File: src/rtl/rr_gather_arbiter_if.sv
// Requester-side and downstream-side handshake bundle for rr_gather_arbiter.
// The arbiter takes the slave view; the traffic source/sink takes the master view.
interface rr_gather_arbiter_if #(
    parameter int unsigned NUM_IN = 4,
    parameter int unsigned DATA_W = 32,
    parameter int unsigned TAG_W  = 5
);
    localparam int unsigned CHOSEN_W = $clog2(NUM_IN);

    logic [NUM_IN-1:0]        io_in_valid;
    logic [NUM_IN-1:0]        io_in_ready;
    logic [NUM_IN*DATA_W-1:0] io_in_bits;
    logic [NUM_IN*TAG_W-1:0]  io_in_tag;
    logic [NUM_IN-1:0]        io_in_last;
    logic                     io_out_valid;
    logic                     io_out_ready;
    logic [DATA_W-1:0]        io_out_bits;
    logic [TAG_W-1:0]         io_out_tag;
    logic                     io_out_last;
    logic [CHOSEN_W-1:0]      io_chosen;
    logic                     io_locked;

    modport slave (
        input  io_in_valid, io_in_bits, io_in_tag, io_in_last, io_out_ready,
        output io_in_ready, io_out_valid, io_out_bits, io_out_tag, io_out_last,
               io_chosen, io_locked
    );

    modport master (
        output io_in_valid, io_in_bits, io_in_tag, io_in_last, io_out_ready,
        input  io_in_ready, io_out_valid, io_out_bits, io_out_tag, io_out_last,
               io_chosen, io_locked
    );
endinterface

File: src/rtl/rr_gather_arbiter.sv
// N-to-1 round-robin gather arbiter with optional burst lock and a one-entry
// registered output stage.
module rr_gather_arbiter #(
    parameter int unsigned NUM_IN  = 4,
    parameter int unsigned DATA_W  = 32,
    parameter int unsigned TAG_W   = 5,
    parameter int unsigned LOCK_EN = 1
) (
    input  logic                  clk,
    input  logic                  reset_n,
    rr_gather_arbiter_if.slave    io
);
    localparam int unsigned CHOSEN_W = $clog2(NUM_IN);

    logic [CHOSEN_W-1:0] last_grant_q, last_grant_d;
    logic [CHOSEN_W-1:0] lock_idx_q,   lock_idx_d;
    logic                locked_q,     locked_d;
    logic                out_valid_q,  out_valid_d;
    logic [DATA_W-1:0]   out_bits_q,   out_bits_d;
    logic [TAG_W-1:0]    out_tag_q,    out_tag_d;
    logic                out_last_q,   out_last_d;
    logic [CHOSEN_W-1:0] chosen_q,     chosen_d;

    logic                can_accept;
    logic                grant_vld;
    logic [CHOSEN_W-1:0] grant_idx;
    logic [CHOSEN_W-1:0] scan_idx;
    logic                xfer;

    // Grant: lock owner only while locked, else first valid after last_grant.
    // Scanning from the far end lets the nearest candidate overwrite the rest.
    always_comb begin
        grant_vld = 1'b0;
        grant_idx = '0;
        scan_idx  = '0;
        if (locked_q) begin
            grant_vld = 1'b1;
            grant_idx = lock_idx_q;
        end else begin
            for (int unsigned k = NUM_IN; k >= 1; k--) begin
                scan_idx = CHOSEN_W'((32'(last_grant_q) + k) % NUM_IN);
                if (io.io_in_valid[scan_idx]) begin
                    grant_vld = 1'b1;
                    grant_idx = scan_idx;
                end
            end
        end
    end

    assign can_accept     = !out_valid_q || io.io_out_ready;
    assign xfer           = grant_vld && can_accept && io.io_in_valid[grant_idx];
    assign io.io_in_ready = (grant_vld && can_accept) ? (NUM_IN'(1) << grant_idx) : '0;

    // Output stage, round-robin pointer and burst lock next state.
    always_comb begin
        last_grant_d = last_grant_q;
        lock_idx_d   = lock_idx_q;
        locked_d     = locked_q;
        out_valid_d  = out_valid_q;
        out_bits_d   = out_bits_q;
        out_tag_d    = out_tag_q;
        out_last_d   = out_last_q;
        chosen_d     = chosen_q;

        if (xfer) begin
            out_valid_d  = 1'b1;
            out_bits_d   = io.io_in_bits[32'(grant_idx)*DATA_W +: DATA_W];
            out_tag_d    = io.io_in_tag[32'(grant_idx)*TAG_W +: TAG_W];
            out_last_d   = io.io_in_last[grant_idx];
            chosen_d     = grant_idx;
            last_grant_d = grant_idx;
            if (LOCK_EN != 0) begin
                if (io.io_in_last[grant_idx]) begin
                    locked_d = 1'b0;
                end else if (!locked_q) begin
                    locked_d   = 1'b1;
                    lock_idx_d = grant_idx;
                end
            end
        end else if (io.io_out_ready) begin
            out_valid_d = 1'b0;
        end
    end

    always_ff @(posedge clk or negedge reset_n) begin
        if (!reset_n) begin
            last_grant_q <= CHOSEN_W'(NUM_IN - 1);
            lock_idx_q   <= '0;
            locked_q     <= 1'b0;
            out_valid_q  <= 1'b0;
            out_bits_q   <= '0;
            out_tag_q    <= '0;
            out_last_q   <= 1'b0;
            chosen_q     <= '0;
        end else begin
            last_grant_q <= last_grant_d;
            lock_idx_q   <= lock_idx_d;
            locked_q     <= locked_d;
            out_valid_q  <= out_valid_d;
            out_bits_q   <= out_bits_d;
            out_tag_q    <= out_tag_d;
            out_last_q   <= out_last_d;
            chosen_q     <= chosen_d;
        end
    end

    assign io.io_out_valid = out_valid_q;
    assign io.io_out_bits  = out_bits_q;
    assign io.io_out_tag   = out_tag_q;
    assign io.io_out_last  = out_last_q;
    assign io.io_chosen    = chosen_q;
    assign io.io_locked    = locked_q;
endmodule

File: src/flat_wrapper.sv
// flat-port wrapper written by rule: the top's interface ports become plain ports
module rr_gather_arbiter_flat 
#(
    parameter int unsigned NUM_IN  = 4,
    parameter int unsigned DATA_W  = 32,
    parameter int unsigned TAG_W   = 5,
    parameter int unsigned LOCK_EN = 1
)
  (clk, reset_n, io_io_in_valid, io_io_in_bits, io_io_in_tag, io_io_in_last, io_io_out_ready, io_io_in_ready, io_io_out_valid, io_io_out_bits, io_io_out_tag, io_io_out_last, io_io_chosen, io_io_locked);
  rr_gather_arbiter_if #(.NUM_IN(NUM_IN), .DATA_W(DATA_W), .TAG_W(TAG_W)) io_i ();
  input  logic clk;
  input  logic reset_n;
  input wire logic [$bits(io_i.io_in_valid)-1:0] io_io_in_valid;
  input wire logic [$bits(io_i.io_in_bits)-1:0] io_io_in_bits;
  input wire logic [$bits(io_i.io_in_tag)-1:0] io_io_in_tag;
  input wire logic [$bits(io_i.io_in_last)-1:0] io_io_in_last;
  input wire logic [$bits(io_i.io_out_ready)-1:0] io_io_out_ready;
  output wire logic [$bits(io_i.io_in_ready)-1:0] io_io_in_ready;
  output wire logic [$bits(io_i.io_out_valid)-1:0] io_io_out_valid;
  output wire logic [$bits(io_i.io_out_bits)-1:0] io_io_out_bits;
  output wire logic [$bits(io_i.io_out_tag)-1:0] io_io_out_tag;
  output wire logic [$bits(io_i.io_out_last)-1:0] io_io_out_last;
  output wire logic [$bits(io_i.io_chosen)-1:0] io_io_chosen;
  output wire logic [$bits(io_i.io_locked)-1:0] io_io_locked;
  assign io_i.io_in_valid = io_io_in_valid;
  assign io_i.io_in_bits = io_io_in_bits;
  assign io_i.io_in_tag = io_io_in_tag;
  assign io_i.io_in_last = io_io_in_last;
  assign io_i.io_out_ready = io_io_out_ready;
  assign io_io_in_ready = io_i.io_in_ready;
  assign io_io_out_valid = io_i.io_out_valid;
  assign io_io_out_bits = io_i.io_out_bits;
  assign io_io_out_tag = io_i.io_out_tag;
  assign io_io_out_last = io_i.io_out_last;
  assign io_io_chosen = io_i.io_chosen;
  assign io_io_locked = io_i.io_locked;
  rr_gather_arbiter #(.NUM_IN(NUM_IN), .DATA_W(DATA_W), .TAG_W(TAG_W), .LOCK_EN(LOCK_EN)) u_core (.clk(clk), .reset_n(reset_n), .io(io_i));
endmodule
File: config.mk
export PLATFORM = sky130hd
export DESIGN_NAME = rr_gather_arbiter_flat
export DESIGN_NICKNAME = d
export VERILOG_FILES = /design/src/rtl/rr_gather_arbiter_if.sv /design/src/rtl/rr_gather_arbiter.sv /design/src/flat_wrapper.sv
export SDC_FILE = /design/constraint.sdc
export NUM_CORES = 1
export LEC_CHECK = 0
export CORE_MARGIN = 1
export CORE_UTILIZATION = 31
export DETAILED_ROUTE_END_ITERATION = 16
export GPL_ROUTABILITY_DRIVEN = 1
export PLACE_DENSITY = 0.71
export SETUP_SLACK_MARGIN = 0.05
export SYNTH_ARGS = -nofsm -noshare
export SYNTH_HDL_FRONTEND = slang
export SYNTH_SLANG_ARGS = --single-unit
export TNS_END_PERCENT = 5
File: constraint.sdc
create_clock -name clk -period 3.51 [get_ports clk]
set_input_delay 0.5265 -clock clk [delete_from_list [all_inputs] [get_ports clk]]
set_output_delay 0.5265 -clock clk [all_outputs]
set_load 0.02 [all_outputs]
* Word-level counts from Yosys, hierarchy flattened
Cells that the tools add are included.
** Cells by class
- Shifts and indexed selects :: 3
- Multiply operators :: 1
- Reduce and logical (&&, ||, !) cells :: 6
- $lt $le $gt $ge :: 5
- Add/sub/neg operators :: 4
- Bitwise operators :: 2
- Muxes and demuxes :: 26
** Operator list (count)
- 128-bit by 8-bit indexed part select with 32-bit output :: 1
- 20-bit by 6-bit indexed part select with 5-bit output :: 1
- 2-bit by 3-bit < comparator with 1-bit output (second input constant) :: 5
- 1-bit two-way mux :: 14
- 1-bit binary-select mux with 2-bit select :: 6
- 2-bit two-way mux :: 5
- 2-bit by 3-bit multiplier with 5-bit output (second input constant) :: 1
- 2-bit by 1-bit adder with 2-bit output (second input constant) :: 2
- 2-bit adder (second input constant) :: 2
- 4-bit two-way mux :: 1
- 1-bit by 2-bit << shifter with 4-bit output (first input constant) :: 1
- 3-bit AND reduction :: 1
- 1-bit logical AND :: 2
- 1-bit inverter :: 2
- 2-bit nonzero test :: 1
- 1-bit zero test :: 1
- 1-bit logical OR :: 1
** Storage, ports and cells
- Output and inout bits :: 46
- Bits in registers :: 46
- Word-level logic and storage cells :: 55
- Input bits :: 159

* Longest topological paths before layout
Gate-level depths: netlist (run 1).
- Word-level depth :: 12
- Gate-level depth with buffers :: 9
- Mapped depth without buffers :: 6

* Least setup slack after synthesis (run 1)
No wires, ideal clock.
- Path kind :: register -> output
- From :: register u_core.last_grant_q[0]
- To :: output io_io_in_ready[2]
- Arrival :: 2279 ps
- Path slack :: 705 ps
- Cell stages (with the launch flop) :: 9
- Path buffers :: 3
- Data required time :: 2984 ps
- Cell sequence :: dfstp_2 -> and2b_1 -> a221oi_4 -> nand2_1 -> and2_1 -> clkbuf_1 -> buf_4 -> buf_2 -> nor3_1
** Between the ends
- Cells in the longest elaborated chain, start to end :: 10
** Ends and longest elaborated chain
- start: declaration :: RTL line rr_gather_arbiter.sv:15 : logic [CHOSEN_W-1:0] last_grant_q, last_grant_d;
- start signal: assignment :: RTL line rr_gather_arbiter.sv:87 : last_grant_q <= CHOSEN_W'(NUM_IN - 1);
- start signal: assignment :: RTL line rr_gather_arbiter.sv:96 : last_grant_q <= last_grant_d;
- 2-bit by 1-bit adder with 2-bit output :: RTL line rr_gather_arbiter.sv:41 : scan_idx = CHOSEN_W'((32'(last_grant_q) + k) % NUM_IN);
- 1-bit binary-select mux with 2-bit select :: RTL line rr_gather_arbiter.sv:42 : if (io.io_in_valid[scan_idx]) begin
- 1-bit two-way mux (implied by the code) :: RTL line rr_gather_arbiter.sv:42
- 2-bit two-way mux or 1-bit two-way mux (tied branches) (4 in series) :: RTL line rr_gather_arbiter.sv:42
- 2-bit two-way mux or 1-bit two-way mux (tied branches) :: RTL line rr_gather_arbiter.sv:36 : if (locked_q) begin
- 1-bit by 2-bit << shifter with 4-bit output or 1-bit logical AND (tied branches) :: RTL line rr_gather_arbiter.sv:52 : assign io.io_in_ready = (grant_vld && can_accept) ? (NUM_IN'(1) << grant_idx) : '0;
- 4-bit two-way mux * :: RTL line rr_gather_arbiter.sv:52
- end: declaration :: RTL line flat_wrapper.sv:18 : output wire logic [$bits(io_i.io_in_ready)-1:0] io_io_in_ready;
Mark *: on every way between the ends. The rest lies on a longest branch, timed or not. The select of a mux whose other input is x is not followed.

* Final worst setup path (run 1)
- From :: input io_io_in_valid[1]
- To :: output io_io_in_ready[1]
** Between the ends
- Cells in the longest elaborated chain, start to end :: 9
** Ends and longest elaborated chain
- start: declaration :: RTL line flat_wrapper.sv:13 : input wire logic [$bits(io_i.io_in_valid)-1:0] io_io_in_valid;
- 1-bit binary-select mux with 2-bit select :: RTL line rr_gather_arbiter.sv:42
- 1-bit two-way mux (implied by the code) :: RTL line rr_gather_arbiter.sv:42
- 2-bit two-way mux or 1-bit two-way mux (tied branches) (4 in series) :: RTL line rr_gather_arbiter.sv:42
- 2-bit two-way mux or 1-bit two-way mux (tied branches) :: RTL line rr_gather_arbiter.sv:36
- 1-bit by 2-bit << shifter with 4-bit output or 1-bit logical AND (tied branches) :: RTL line rr_gather_arbiter.sv:52
- 4-bit two-way mux * :: RTL line rr_gather_arbiter.sv:52
Marks and branches as above.

==> results by group, run 1 <==
GRT
  – Vias in the first global route: a little over 3000
  – Initial antenna violation count: 0
  – GR Util All Layers: 17.2%
  – First-pass GRT wire length: between 15 and 20 mm
  – Grt total ovfl: 0
  – Largest net degree at the start of global routing: 47

Clocking
  – Worst-Skew Late Latency: about 0.3 ns
  – Clk buf depth: 2
  – Clk sinks: 46
  – Reg clk slew, reported paths: 0.09 ns
  – Hold_buf cts: 0
  – TritonCTS buffer count: 5
  – CTS Root Cell: clkbuf_8
  – CTS HTree Levels: 2
  – CTS tree: built

Timing
  – Final Skew: between 0.005 and 0.006 ns
  – Tightest Pin Transition: between 1 and 1.5 ns
  – Endpoints failing setup: 0
  – Tcrit/Tclk final: between 90% and 100%
  – Setup TNS: 0 ns
  – RSZ-0062 raised after global routing: no
  – Rel. slew slack: 31.5%
  – Final WS setup: between 0.1 and 0.15 ns
  – Tmin final: around 3.4 ns
  – Max frequency: 297 MHz
  – Final hold violation count: 0
  – Final slew viol count: 0

Floorplanning
  – Die Area: between 10000 and 15000 sq um
  – Starting Density: 32.4%
  – Die width: around 110 microns
  – # rows: 37
  – Top-Level Pins: roughly 210
  – Core area: about 10000 sq um
  – Die H: roughly 110 microns

Synth
  – Synth warn: 0
  – Mapped Avg Cell Area: around 12 sq um
  – FF+latch count, synth: 46
  – Area leader, netlist: mux2i_1
  – Post-Syn Area: ~3400 sq um
  – Post-Synthesis Cells: between 200 and 300
  – Syn_nets: approximately 430
  – Yosys cell types: 37
  – Synth top area share: about a third
  – Synth area leaders: mux2i_1 34%, dfrtp_1 33%, mux2_4 15%
  – Seq/Total Area, Yosys: approximately 34%

Drt
  – TritonRoute pass-1 iters: 3
  – Final wirelength: 9.59 mm
  – WL/cell: ~16 microns
  – Via count: around 2900
  – # DRC: 0
  – Vias per cell: between 4 and 5
  – DRT iter0 DRCs: 34
  – Final ANT Viol Nets: 0

Setup path
  – RR Endpoint: u_core.io.io_out_bits[13]$_DFFE_PN0P_
  – CP max FO: 7
  – Crit. End Element: output port
  – Crit-path max cell delay: 0.66 ns
  – R2r setup slk: 0.66 ns
  – Most frequent CP cell: clkdlybuf4s50_1
  – CP endpoint: io_io_in_ready[1]
  – WP data arrival: 2.84 ns
  – Worst Reg-to-Reg Cells: 8
  – Startpoint Class: input pin
  – Worst path slowest cell: clkdlybuf4s50_1
  – Critical Path Source: io_io_in_valid[1]
  – Critical path, cell by cell: clkdlybuf4s50_1 -> and2b_1 -> o32a_1 -> a22o_1 -> nor3_1 -> clkdlybuf4s50_1
  – Stages on the worst setup path: 6
  – CP Buf/Inv Count: 2
  – Worst r2r src: u_core.last_grant_q[0]$_DFFE_PN1P_
  – WS Path Type: in -> out
  – Worst EP required: a little under 3 ns
  – Delay-heaviest family, CP: buffers and inverters

Run
  – Max Cap Violations: 0

Layout
  – Fraction of layout cells with a size suffix above 1: about 14%
  – Design area: approximately 5700 sq um
  – Final nets: between 600 and 700
  – Most common cell after layout, fill and taps aside: clkdlybuf4s50_1
  – Diodes inserted: 0
  – Commonest cells after routing, fill and taps aside: 200 x clkdlybuf4s50_1, 115 x mux2i_1, 44 x dfrtp_1
  – Layout area overhead: 68.6%

Placed design
  – Detailed Place HPWL: between 7 and 8 mm
  – Setup Slack @ Placement: 0.0936 ns
  – Gpl congestion: around 0.9
  – Placed cell area: between 5000 and 6000 sq um
  – PortBufs: just over 200

Min path
  – Hold/Removal Path Class: in -> async

Power
  – Pwr/cell area: 942 nW/um^2
  – Final Power: roughly 5.4 mW
  – Maximum VDD drop: 537 uV
  – LEAKAGE: approximately 2.6 nW

Outcome
  – Status: complete, no violations
where the power goes:
group	total [mW]	internal, mW	switching [mW]
registers	1.03	0.840	0.190
logic	3.98	2.22	1.76
clock network	0.341	0.159	0.182
total	5.35	3.22	2.13
how the worst min path moves through the flow:
stage / to / slack, ns / cells after the start
finish: u_core.io.io_out_bits[5]$_DFFE_PN0P_ / 0.40 / 1
global route: u_core.io.io_out_bits[5]$_DFFE_PN0P_ / 0.49 / 1
CTS: u_core.io.io_out_bits[5]$_DFFE_PN0P_ / 0.44 / 1
detailed placement: u_core.last_grant_q[0]$_DFFE_PN1P_ / 0.49 / 2
global placement: u_core.last_grant_q[0]$_DFFE_PN1P_ / 0.49 / 2
floorplan: u_core.io.io_chosen[0]$_DFFE_PN0P_ / 0.23 / 0
sequential cells by signal (all words and copies together), names as in the netlist:
register	count
u_core.io.io_out_bits	32
u_core.io.io_out_tag	5
u_core.io.io_chosen	2
u_core.last_grant_q	2
u_core.io.io_out_last	1
u_core.io.io_locked	1
u_core.io.io_out_valid	1
u_core.lock_idx_q	2
final cells by class:
class / instances / area [sq um]
Fill cell: 935 / 4730
Clock buffer: 6 / 82.6
Inverter: 6 / 22.5
Sequential cell: 46 / 1150
Tap cell: 136 / 170
Timing Repair Buffer: 215 / 2160
Clock inverter: 2 / 12.5
Multi-Input combinational cell: 203 / 2080
metal layers:
metal	GRT usage (%)	share of wire, %	vias up
li1	-	-	1425
met1	18.5	38	1388
met2	32.2	53	107
met3	4.84	6.9	10
met4	5.56	1.7	0
met5	0	0	-
Yosys cell counts (all sizes together):
library cell / instances
a211oi: 4
a21o: 1
a21oi: 5
a221oi: 1
a22o: 1
a32oi: 1
and2: 1
and2b: 1
buf: 17
clkbuf: 3
dfrtp: 44
dfstp: 2
inv: 6
mux2: 38
mux2i: 115
nand2: 7
nand2b: 1
nand3: 1
nor2: 3
nor2b: 4
nor3: 6
o21a: 1
o21ai: 1
o21ba: 1
o21bai: 2
o2bb2ai: 1
o32a: 3
o41a: 1
o41ai: 2
or2: 1
what timing repair did:
action                                  CTS  global route
endpoints found under the setup margin    0             3
setup buffers                             0             0
gates resized for setup                   0             3
through the flow:
step | std cells | hold WS [ns] | utilization (%)
5_1_grt | 614 | 0.492 | 54.5
6_report | 614 | 0.403 | 54.5
4_1_cts | 614 | 0.443 | 54.5
3_3_place_gp | 606 | 0.486 | 53.6
3_5_place_dp | 606 | 0.487 | 53.6
2_1_floorplan | 275 | 0.231 | -
cells by family (layout without fill, tap and decap cells):
| kind of cell | Yosys count | after routing | share of synthesized area (%) |
|---|---|---|---|
| and+or+nand+nor | 25 | 25 | 3.68 |
| buffers and inverters | 26 | 229 | 4.45 |
| muxes | 153 | 153 | 50.6 |
| DFF | 46 | 46 | 34.2 |
| AOI/OAI and AO/OA | 25 | 25 | 7.02 |
No activity file was read; power rests on OpenSTA's default activity.
==> run 2, diff against run 1 <==
--- a/config.mk
+++ b/config.mk
@@ -11,6 +11,7 @@
 export GPL_ROUTABILITY_DRIVEN = 1
 export PLACE_DENSITY = 0.71
 export SETUP_SLACK_MARGIN = 0.05
+export SKIP_CTS_REPAIR_TIMING = 1
 export SYNTH_ARGS = -nofsm -noshare
 export SYNTH_HDL_FRONTEND = slang
 export SYNTH_SLANG_ARGS = --single-unit
==> results of run 2 <==
Same layout as run 1: the final DEF is identical, and so are final timing and power.
==> run 3, diff against run 2 <==
--- a/config.mk
+++ b/config.mk
@@ -5,11 +5,12 @@
 export SDC_FILE = /design/constraint.sdc
 export NUM_CORES = 1
 export LEC_CHECK = 0
-export CORE_MARGIN = 1
-export CORE_UTILIZATION = 31
+export CORE_AREA = 2 2 78 80
 export DETAILED_ROUTE_END_ITERATION = 16
+export DIE_AREA = 0 0 80 82
+export DONT_BUFFER_PORTS = 1
 export GPL_ROUTABILITY_DRIVEN = 1
-export PLACE_DENSITY = 0.71
+export PLACE_DENSITY = 0.77
 export SETUP_SLACK_MARGIN = 0.05
 export SKIP_CTS_REPAIR_TIMING = 1
 export SYNTH_ARGS = -nofsm -noshare
==> run 3 against run 2 <==
  * Critical path depth decreased by 1
  * Final cell count decreased by 44%
  * Non-clock buffer count decreased by 209
  * Clock skew increased by 0.0015 ns
  * Core utilization increased by 6.8 points
  * Sequential power increased by 36%
==> results by group, run 3 (synthesis gave the netlist of run 1 again) <==
Power
  – Maximum VDD drop: about 680 uV
  – Pwr/cell area: ~1300 nW/um^2
  – LEAKAGE: 1.69 nW

Floorplanning
  – Die Area: 6560 sq um
  – Core area: around 5700 sq um
  – Die width: around 80 microns
  – Starting Density: approximately three fifths
  – # rows: 28
  – Die H: approximately 80 microns
  – Top-Level Pins: approximately 200

Layout
  – Layout fillers: between 400 and 500
  – Final nets: ~430
  – Fraction of layout cells with a size suffix above 1: a little under a quarter
  – Seq. cell area: 1150 sq um
  – Layout area overhead: 4.60%
  – Largest register FFs: 32
  – Diodes inserted: 0
  – Commonest cells after routing, fill and taps aside: 115 x mux2i_1, 44 x dfrtp_1, 34 x mux2_4
  – Most common cell after layout, fill and taps aside: mux2i_1
  – Area of the multi-input gates: 2080 sq um

Placed design
  – Detailed Place HPWL: about 5.4 mm
  – Gpl congestion: between 0.8 and 0.9
  – Setup Slack @ Placement: 0.594 ns
  – PortBufs: 0

Timing
  – Tightest Pin Transition: 0.889 ns
  – Rel. slew slack: ~40%
  – Setup TNS: 0 ns
  – Final slew viol count: 0
  – Max frequency: ~320 MHz
  – Final Skew: 0.00690 ns
  – Final hold violation count: 0
  – Tmin final: 3.12 ns
  – Final WS setup: between 0.3 and 0.4 ns
  – Endpoints failing setup: 0
  – RSZ-0062 raised after global routing: no
  – Tcrit/Tclk final: approximately nine tenths

Setup path
  – CP max FO: 20
  – R2r setup slk: approximately 0.58 ns
  – CP Buf/Inv Count: 0
  – Startpoint Class: flip-flop
  – Worst EP required: around 3.0 ns
  – Worst r2r src: u_core.last_grant_q[0]$_DFFE_PN1P_
  – Crit. End Element: output port
  – RR Endpoint: u_core.io.io_out_bits[25]$_DFFE_PN0P_
  – Worst path slowest cell: nor3_1
  – Critical path, cell by cell: and2b_1 -> a221oi_4 -> nand2_1 -> and2_2 -> nor3_1
  – Critical Path Source: u_core.last_grant_q[0]$_DFFE_PN1P_
  – Delay-heaviest family, CP: simple AND/OR/NAND/NOR gates
  – Worst Reg-to-Reg Cells: 7
  – Crit-path max cell delay: about 0.62 ns
  – WP data arrival: about 2.6 ns
  – WS Path Type: reg -> out

GRT
  – GR Util All Layers: 19.9%
  – Initial antenna violation count: 0
  – Vias in the first global route: about 2100
  – First-pass GRT wire length: 10.2 mm
  – Grt total ovfl: 0
  – Largest net degree at the start of global routing: 47

Min path
  – Hold/Removal Path Class: in -> async

Run
  – Max Cap Violations: 0

Drt
  – Via count: ~2100
  – DRT iter0 DRCs: 67
  – Vias per cell: between 6 and 7
  – TritonRoute pass-1 iters: 4
  – # DRC: 0
  – WL/cell: between 20 and 25 microns
  – Final wirelength: between 7 and 8 mm
  – Final ANT Viol Nets: 0

Clocking
  – CTS Root Cell: clkbuf_8
  – Reg clk slew, reported paths: ~0.09 ns
  – CTS tree: built
  – Worst-Skew Late Latency: 0.30 ns
  – Clk buf depth: 2
  – TritonCTS buffer count: 5
  – Clk sinks: between 40 and 50
  – CTS HTree Levels: 2

Outcome
  – Status: complete, no violations
[run 3: changes by cell type in the layout (fill, tap and decap cells not counted), sizes merged]
cell,change
buf,-6
clkdlybuf4s50,-200
dlymetal6s2s,-3
clkinv,+1
clkbuf,-1
[run 3: metal layers]
metal / up-vias / track usage, % / routed length (microns)
met5: - / 0 / 0
met4: 0 / 4.58 / 57
met3: 6 / 5.27 / 476
met2: 101 / 34.2 / 3760
met1: 1042 / 25.3 / 2750
li1: 1000 / - / -
[run 3: where the power goes]
| part | internal (mW) | total [mW] | switching [mW] |
|---|---|---|---|
| clock | 0.140 | 0.329 | 0.189 |
| sequential | 0.837 | 1.40 | 0.560 |
| combinational | 1.55 | 2.77 | 1.22 |
[run 3: stage by stage]
step	util [%]	hold slack (ns)	std cells	power (mW)	area (sq um)
2_1_floorplan	-	0.231	275	3.86	3370
3_3_place_gp	59.3	0.232	335	4.11	3410
3_5_place_dp	59.3	0.232	335	4.19	3410
4_1_cts	60.9	-0.101	343	4.53	3500
5_1_grt	61.4	0.0303	344	4.77	3530
6_report	61.4	0.0548	344	4.50	3530
[run 3: how the worst max path moves through the flow]
stage,end,slack (ns),cells after the start
detailed placement,u_core.io.io_out_bits[25]$_DFFE_PN0P_,0.59,7
global placement,u_core.io.io_out_bits[26]$_DFFE_PN0P_,0.67,7
floorplan,io_io_in_ready[2],0.70,8
global route,io_io_in_ready[3],0.27,5
finish,io_io_in_ready[2],0.39,5
CTS,io_io_in_ready[2],0.38,5
[run 3: cell type report]
| class | instances | area share (%) |
|---|---|---|
| Clock buffer | 5 | 1.95 |
| Clock inverter | 3 | 0.603 |
| Inverter | 6 | 0.639 |
| Multi-Input combinational cell | 203 | 58.9 |
| Sequential cell | 46 | 32.7 |
| Tap cell | 75 | 2.66 |
| Timing Repair Buffer | 6 | 2.56 |
[run 3: worst reg2reg max path, cell delays in order (launching register included)]
cell	delay, ns
dfstp_2	0.56
and2b_1	0.24
o32a_1	0.42
a22o_1	0.32
mux2i_1	0.21
a211oi_4	0.27
buf_4	0.41
mux2_2	0.39
